<file path="config.mk">
export PLATFORM = sky130hd
export DESIGN_NAME = uart_tx
export DESIGN_NICKNAME = d
export VERILOG_FILES = /design/src/rtl/uart_pkg.sv /design/src/rtl/uart_tx_serializer.sv /design/src/rtl/uart_tx.sv
export SDC_FILE = /design/constraint.sdc
export NUM_CORES = 1
export LEC_CHECK = 0
export BUFFER_PORTS_ARGS = -buffer_cell sky130_fd_sc_hd__buf_2
export CORE_ASPECT_RATIO = 0.7
export CORE_UTILIZATION = 40
export CTS_BUF_LIST = sky130_fd_sc_hd__clkbuf_8 sky130_fd_sc_hd__clkbuf_16
export CTS_CLUSTER_SIZE = 25
export DETAILED_ROUTE_END_ITERATION = 8
export SETUP_SLACK_MARGIN = 0.1
export SLEW_MARGIN = 20
export SYNTH_ARGS = -nofsm -noshare
export SYNTH_HDL_FRONTEND = slang
export SYNTH_SLANG_ARGS = --single-unit
</file>
<file path="constraint.sdc">
create_clock -name CLK -period 1.5 [get_ports CLK]
set_input_delay 0 -clock CLK [delete_from_list [all_inputs] [get_ports CLK]]
set_output_delay 0 -clock CLK [all_outputs]
set_load 0.05 [all_outputs]
</file>
<file path="src/rtl/uart_pkg.sv">
// Shared UART definitions used by both the transmit and receive sides.
//   uart_state_t : frame-level FSM encoding (IDLE, START, DATA, PARITY, STOP)
//   PAR_EVEN/ODD : meaning of the parity-type control bit
//   parity_bit() : turns the XOR-reduction of a data word into the line parity bit
package uart_pkg;

    typedef enum logic [2:0] {
        IDLE   = 3'd0,
        START  = 3'd1,
        DATA   = 3'd2,
        PARITY = 3'd3,
        STOP   = 3'd4
    } uart_state_t;

    localparam logic PAR_EVEN = 1'b0;
    localparam logic PAR_ODD  = 1'b1;

    // Even parity: bit equals the XOR of the data, so the total count of ones
    // (data + parity) is even. Odd parity is its inverse.
    function automatic logic parity_bit(input logic data_xor, input logic par_typ);
        return (par_typ == PAR_EVEN) ? data_xor : ~data_xor;
    endfunction

endpackage

</file>
<file path="src/rtl/uart_tx_serializer.sv">
// Shift register plus bit counter for the UART transmitter data phase.
//   clk, rst_n : clock, asynchronous active-low reset
//   load       : capture load_data and restart the bit counter at 0
//   load_data  : parallel word to serialize
//   shift      : move to the next data bit (shift right, count up)
//   head_bit   : bit currently at the LSB end of the shift register
//   next_bit   : the bit that becomes head after the next shift
//   done       : the counter is at the last data bit (Data_Width-1)
// Data_Width must be at least 2.
module uart_tx_serializer #(
    parameter int Data_Width = 8
) (
    input  logic                  clk,
    input  logic                  rst_n,
    input  logic                  load,
    input  logic [Data_Width-1:0] load_data,
    input  logic                  shift,
    output logic                  head_bit,
    output logic                  next_bit,
    output logic                  done
);

    localparam int CNT_W = (Data_Width > 1) ? $clog2(Data_Width) : 1;

    logic [Data_Width-1:0] shift_reg;
    logic [CNT_W-1:0]      cnt_reg;

    always_ff @(posedge clk or negedge rst_n) begin
        if (!rst_n) begin
            shift_reg <= '0;
            cnt_reg   <= '0;
        end else if (load) begin
            shift_reg <= load_data;
            cnt_reg   <= '0;
        end else if (shift) begin
            shift_reg <= {1'b0, shift_reg[Data_Width-1:1]};
            cnt_reg   <= cnt_reg + 1'b1;
        end
    end

    assign head_bit = shift_reg[0];
    // The line output is registered, so the FSM needs the bit one step ahead.
    assign next_bit = shift_reg[1];
    assign done     = (cnt_reg == CNT_W'(Data_Width - 1));

endmodule

</file>
<file path="src/rtl/uart_tx.sv">
// UART transmitter: one serial bit per CLK cycle (clock already baud-divided).
// Frame: start(0), Data_Width data bits LSB first, optional parity, stop(1).
//   CLK        : bit clock
//   RST        : asynchronous active-low reset
//   P_Data     : parallel word to send
//   Data_Valid : single-cycle request, honoured only while idle
//   PAR_EN     : 1 = append parity bit
//   PAR_TYP    : 0 = even parity, 1 = odd parity
//   TX_OUT     : registered serial line, idle high
//   Busy       : registered, high from start bit through stop bit
module uart_tx
    import uart_pkg::*;
#(
    parameter int Data_Width = 8
) (
    input  logic                  CLK,
    input  logic                  RST,
    input  logic [Data_Width-1:0] P_Data,
    input  logic                  Data_Valid,
    input  logic                  PAR_EN,
    input  logic                  PAR_TYP,
    output logic                  TX_OUT,
    output logic                  Busy
);

    uart_state_t           state_reg, state_next;
    logic [Data_Width-1:0] data_reg;
    logic                  par_en_reg;
    logic                  par_typ_reg;
    logic                  tx_out_reg, tx_next;
    logic                  busy_reg, busy_next;

    logic                  load;
    logic                  shift;
    logic                  head_bit;
    logic                  next_bit;
    logic                  done;

    uart_tx_serializer #(
        .Data_Width (Data_Width)
    ) u_serializer (
        .clk       (CLK),
        .rst_n     (RST),
        .load      (load),
        .load_data (P_Data),
        .shift     (shift),
        .head_bit  (head_bit),
        .next_bit  (next_bit),
        .done      (done)
    );

    // Outputs are registered, so tx_next/busy_next describe what the line
    // must show in the state being entered, not the current one.
    always_comb begin
        state_next = state_reg;
        tx_next    = 1'b1;
        busy_next  = 1'b1;
        load       = 1'b0;
        shift      = 1'b0;
        case (state_reg)
            IDLE: begin
                busy_next = 1'b0;
                if (Data_Valid) begin
                    state_next = START;
                    tx_next    = 1'b0;
                    busy_next  = 1'b1;
                    load       = 1'b1;
                end
            end
            START: begin
                state_next = DATA;
                tx_next    = head_bit;
            end
            DATA: begin
                if (!done) begin
                    shift   = 1'b1;
                    tx_next = next_bit;
                end else if (par_en_reg) begin
                    state_next = PARITY;
                    // Parity comes from the latched word, never live P_Data.
                    tx_next    = parity_bit(^data_reg, par_typ_reg);
                end else begin
                    state_next = STOP;
                end
            end
            PARITY: begin
                state_next = STOP;
            end
            STOP: begin
                // Returning to IDLE guarantees one idle cycle between frames;
                // a request seen during STOP is simply not looked at.
                state_next = IDLE;
                busy_next  = 1'b0;
            end
            default: begin
                state_next = IDLE;
                busy_next  = 1'b0;
            end
        endcase
    end

    always_ff @(posedge CLK or negedge RST) begin
        if (!RST) begin
            state_reg   <= IDLE;
            data_reg    <= '0;
            par_en_reg  <= 1'b0;
            par_typ_reg <= 1'b0;
            tx_out_reg  <= 1'b1;
            busy_reg    <= 1'b0;
        end else begin
            state_reg  <= state_next;
            tx_out_reg <= tx_next;
            busy_reg   <= busy_next;
            if (load) begin
                data_reg    <= P_Data;
                par_en_reg  <= PAR_EN;
                par_typ_reg <= PAR_TYP;
            end
        end
    end

    assign TX_OUT = tx_out_reg;
    assign Busy   = busy_reg;

endmodule

</file>
==> results.md <==
- After synthesis, the mean cell area works out to 9.80 sq um.
- The time the worst path needs with I/O delays and setup is 1.44 ns.
- In the routed design, unresolved DRC markers number 0.
- The headroom to the max-slew limit is 61.3%.
- The die outline height is 48.1 um.
- TritonCTS built the clock tree.
- The signed area change from the synthesized netlist to the final layout is 35.1%.
- The wire-length estimate of the detail-placed layout is 1760 um.
- The worst-case IR drop observed on VDD is 868 uV.
- In the synthesized netlist the async set-or-reset flop fraction comes to 100%.
- Counting instances in the post-synthesis netlist gives the leading cell types as nand2_1 (40), dfrtp_1 (25), o21ai_0 (9).
- The final worst-path setup slack is 0.0567 ns.
- The delay of the slowest cell on the worst path is 0.46 ns.
- The maximum clock frequency is 693 MHz.
- In this run the power density over the cells is 2090 nW/um^2.
- For the pin with the worst max-slew slack, the measured transition is 0.581 ns.
- Clock latency on the worst-skew pair, taken at its later pin, is 0.27 ns.
- The starting utilization of the core area is 42.7%.
- The number of instances in the synthesized netlist is 124.
- Measured on the finished design, the core utilization comes to 57.7%.
- Clock tree synthesis found a total of 26 sinks.
- The count of routing violations after the opening detailed-route iteration is 23.
- Clock-pin slew was measured on the worst setup and hold paths at 0.08 ns.
- Measured in cells, the most critical reg-to-reg path has a length of 4.
- The number of warnings reported in the yosys synthesis log is 0.
- Setup repair after global routing could not meet its margin everywhere.
- In this run the number of H-tree levels came out at 1.
- Global routing consumed, over all layers together, 17.3% of the routing resources.
- The number of vias in the routed layout is 969.
- The repair_antennas step left the layout with diodes totalling 0.
- The die is 67.9 um wide.
- The final layout contains 176 nets.
- The clock tree buffer depth is 2.
- In this run the critical register-to-register path is captured at TX_OUT$_DFF_PN1_.
- The count of port buffers added during placement is 14.
- The worst endpoint data arrival time is 1.64 ns.
- In this run, synthesis inferred 0 flip-flops with an integrated enable.
- The startpoint identified for the worst register-to-register timing path is data_reg[2]$_DFFE_PN0P_.
- The number of flip-flops and latches in the synthesized netlist is 26.
- The number of maximum-capacitance constraint violations is 0.
- The top flip-flop cell by instance count after synthesis is dfrtp_1.
- Global routing finished with a remaining overflow of 0.
- Broken down by cell family, the worst path's largest delay share belongs to XOR/XNOR gates.
- The signal on the critical path passes through xor2_1 > xnor3_1 > nor4b_2 > a211oi_2.
- The type of origin of the critical path is a flip-flop.
- The number of detailed-route iterations in the first pass is 4.
- The max-slew violation total from the final report is 0.
- The area share of the largest cell type after synthesis is 51.5%.
- The count of nets left with antenna violations once routing finished came out at 0.
- Prior to clock tree synthesis, the placed netlist has a worst setup slack of 0.0464 ns.
- At the end of routability-driven placement, the weighted congestion stood at 0.816.
- Sequential elements use 53.7% of the synthesized area.
- The number of global-route vias before repair is 906.
- In the routed layout, each cell is associated on average with a via count of 4.94.
- The top fanout value on the critical path is 2.
- The root buffer cell chosen for the clock tree is clkbuf_8.
- Entering global routing, the biggest net connects 27 pins.
- The cell type of the slowest stage on the worst timing path is xnor3_1.
- The number of hold-slack violations in the final timing report is 0.
- The cell with the most instances after synthesis is nand2_1.
- The worst path required time is 1.70 ns.
- The nature of the critical path endpoint is a flip-flop.
- For this design the static power due to leakage is 0.771 nW.
- The post-detailed-route wirelength per cell is 13.2 um.
- The core box area is 2840 sq um.
- The area enclosed by the die boundary is 3270 sq um.
- The final critical path takes up 96.2% of the cycle.
- The critical path in this run is classified as flip-flop to flip-flop.
- 15 I/O pins were placed.
- The first global-routing pass estimated 4030 um of wire.
- Sorting the synthesized cells by area gives the leading types as dfrtp_1 (51%), nand2_1 (12%), mux2i_1 (5.8%), o21ai_0 (3.7%), xnor2_1 (2.9%).
- Across all register-to-register paths, the minimum setup slack is 0.06 ns.
- The final worst clock skew is 0.00143 ns.
- Counting every net in the synthesized netlist gives 139.
- The flow ran to the end, and the final reports show no timing, DRC or antenna violations.
- The number of distinct library cell variants in the gate-level netlist after synthesis is 30.
- The number of buffers inserted during clock tree synthesis is 3.
- The floorplan has 16 rows.
- The cell accounting for the most synthesized area is dfrtp_1.
- In the final layout, the share of cells above drive strength 1 is 28.1%.
- The mapped netlist covers 1210 sq um.
- The type of the most critical hold path is input pin to asynchronous set/reset pin.
- The count of buffer and inverter cells on the critical path is 0.
- The number of antenna violations at the first check in global routing is 0.
- Setup violations remaining at the end of the flow were counted as 0.
- The overall routed net length is 2590 um.
==> worst register-to-register path: cells and delay by family, from the launching register on <==
kind	cells	cell delay [ns]
AO/OA/AOI/OAI	1	0.05
XOR/XNOR	2	0.64
flip-flops	1	0.39
AND/OR/NAND/NOR	1	0.29
==> metal layers <==
| metal | track usage [%] | vias up | part of all wire, % | routed length, um |
|---|---|---|---|---|
| li1 | - | 484 | - | - |
| met1 | 23.0 | 459 | 48 | 1250 |
| met2 | 28.7 | 20 | 47 | 1210 |
| met3 | 4.91 | 6 | 3.1 | 80 |
| met4 | 3.33 | 0 | 1.7 | 45 |
| met5 | 0 | - | 0 | 0 |
==> power breakdown <==
group	total, mW	switching (mW)	internal (mW)
Clock	0.392	0.208	0.183
Combinational	1.77	0.878	0.896
Sequential	1.26	0.233	1.03
Total	3.43	1.32	2.11
==> cells by family after synthesis <==
kind of cell | after synthesis | synth area share, %
AND/OR/NAND/NOR | 57 | 20.6
AO/OA/AOI/OAI | 18 | 8.75
XOR/XNOR | 6 | 5.46
adder cells (fa/ha/maj) | 2 | 2.06
buffers and inverters | 7 | 2.78
flip-flops | 26 | 53.7
multiplexers | 8 | 6.69
==> layout by cell type (no fill, tap or decap), types with 3 or more instances in the layout <==
master	n
o21ai_1	4
buf_2	14
xnor2_1	3
clkbuf_8	3
o21ai_0	5
nand2_1	40
dfrtp_1	24
buf_4	8
inv_1	3
nor2_1	4
dlygate4sd3_1	12
mux2i_1	6
==> area by class of cell <==
cell class                 count  area, sq um
clock buffer                   3         41.3
clock inverter                 1         3.75
fill                         240         1200
inverter                       2         7.51
multi-input combinational     91          598
sequential                    26          653
tap                           36         45.0
timing repair buffer          37          293
==> stage by stage <==
| step | power [mW] | TNS (ns) | hold WS (ns) | instances | cell area, sq um |
|---|---|---|---|---|---|
| after global placement | 2.68 | 0 | 0.0291 | 177 | 1380 |
| after floorplan | 2.37 | 0 | -0.296 | 124 | 1230 |
| after detailed placement | 2.74 | 0 | 0.0382 | 177 | 1380 |
| after CTS | 3.21 | 0 | 0.278 | 194 | 1560 |
| after global routing | 3.72 | -0.0264 | 0.311 | 196 | 1640 |
| final | 3.43 | 0 | 0.258 | 196 | 1640 |
==> what timing repair did <==
item / CTS / global route
endpoints found under the setup margin: 9 / 16
gates resized for setup: 3 / 22
setup buffers: 1 / 1
cloned: 0 / 1
pin swaps: 1 / 2
hold buffers: 12 / 0
hold endpoints to repair: 37 / 0
==> worst max path at each step <==
| stage | slack [ns] | cells past startpoint | start | endpoint |
|---|---|---|---|---|
| after floorplan | 0.10 | 7 | u_serializer.cnt_reg[0]$_DFFE_PN0P_ | u_serializer.shift_reg[1]$_DFFE_PN0P_ |
| after global placement | 0.11 | 5 | state_reg[2]$_DFFE_PN0P_ | u_serializer.shift_reg[4]$_DFFE_PN0P_ |
| after detailed placement | 0.05 | 5 | u_serializer.cnt_reg[0]$_DFFE_PN0P_ | u_serializer.cnt_reg[2]$_DFFE_PN0P_ |
| after CTS | 0.07 | 6 | u_serializer.cnt_reg[0]$_DFFE_PN0P_ | u_serializer.shift_reg[7]$_DFFE_PN0P_ |
| after global routing | -0.03 | 4 | data_reg[2]$_DFFE_PN0P_ | TX_OUT$_DFF_PN1_ |
| final | 0.06 | 4 | data_reg[2]$_DFFE_PN0P_ | TX_OUT$_DFF_PN1_ |
Power figures use the tool's default switching activity.
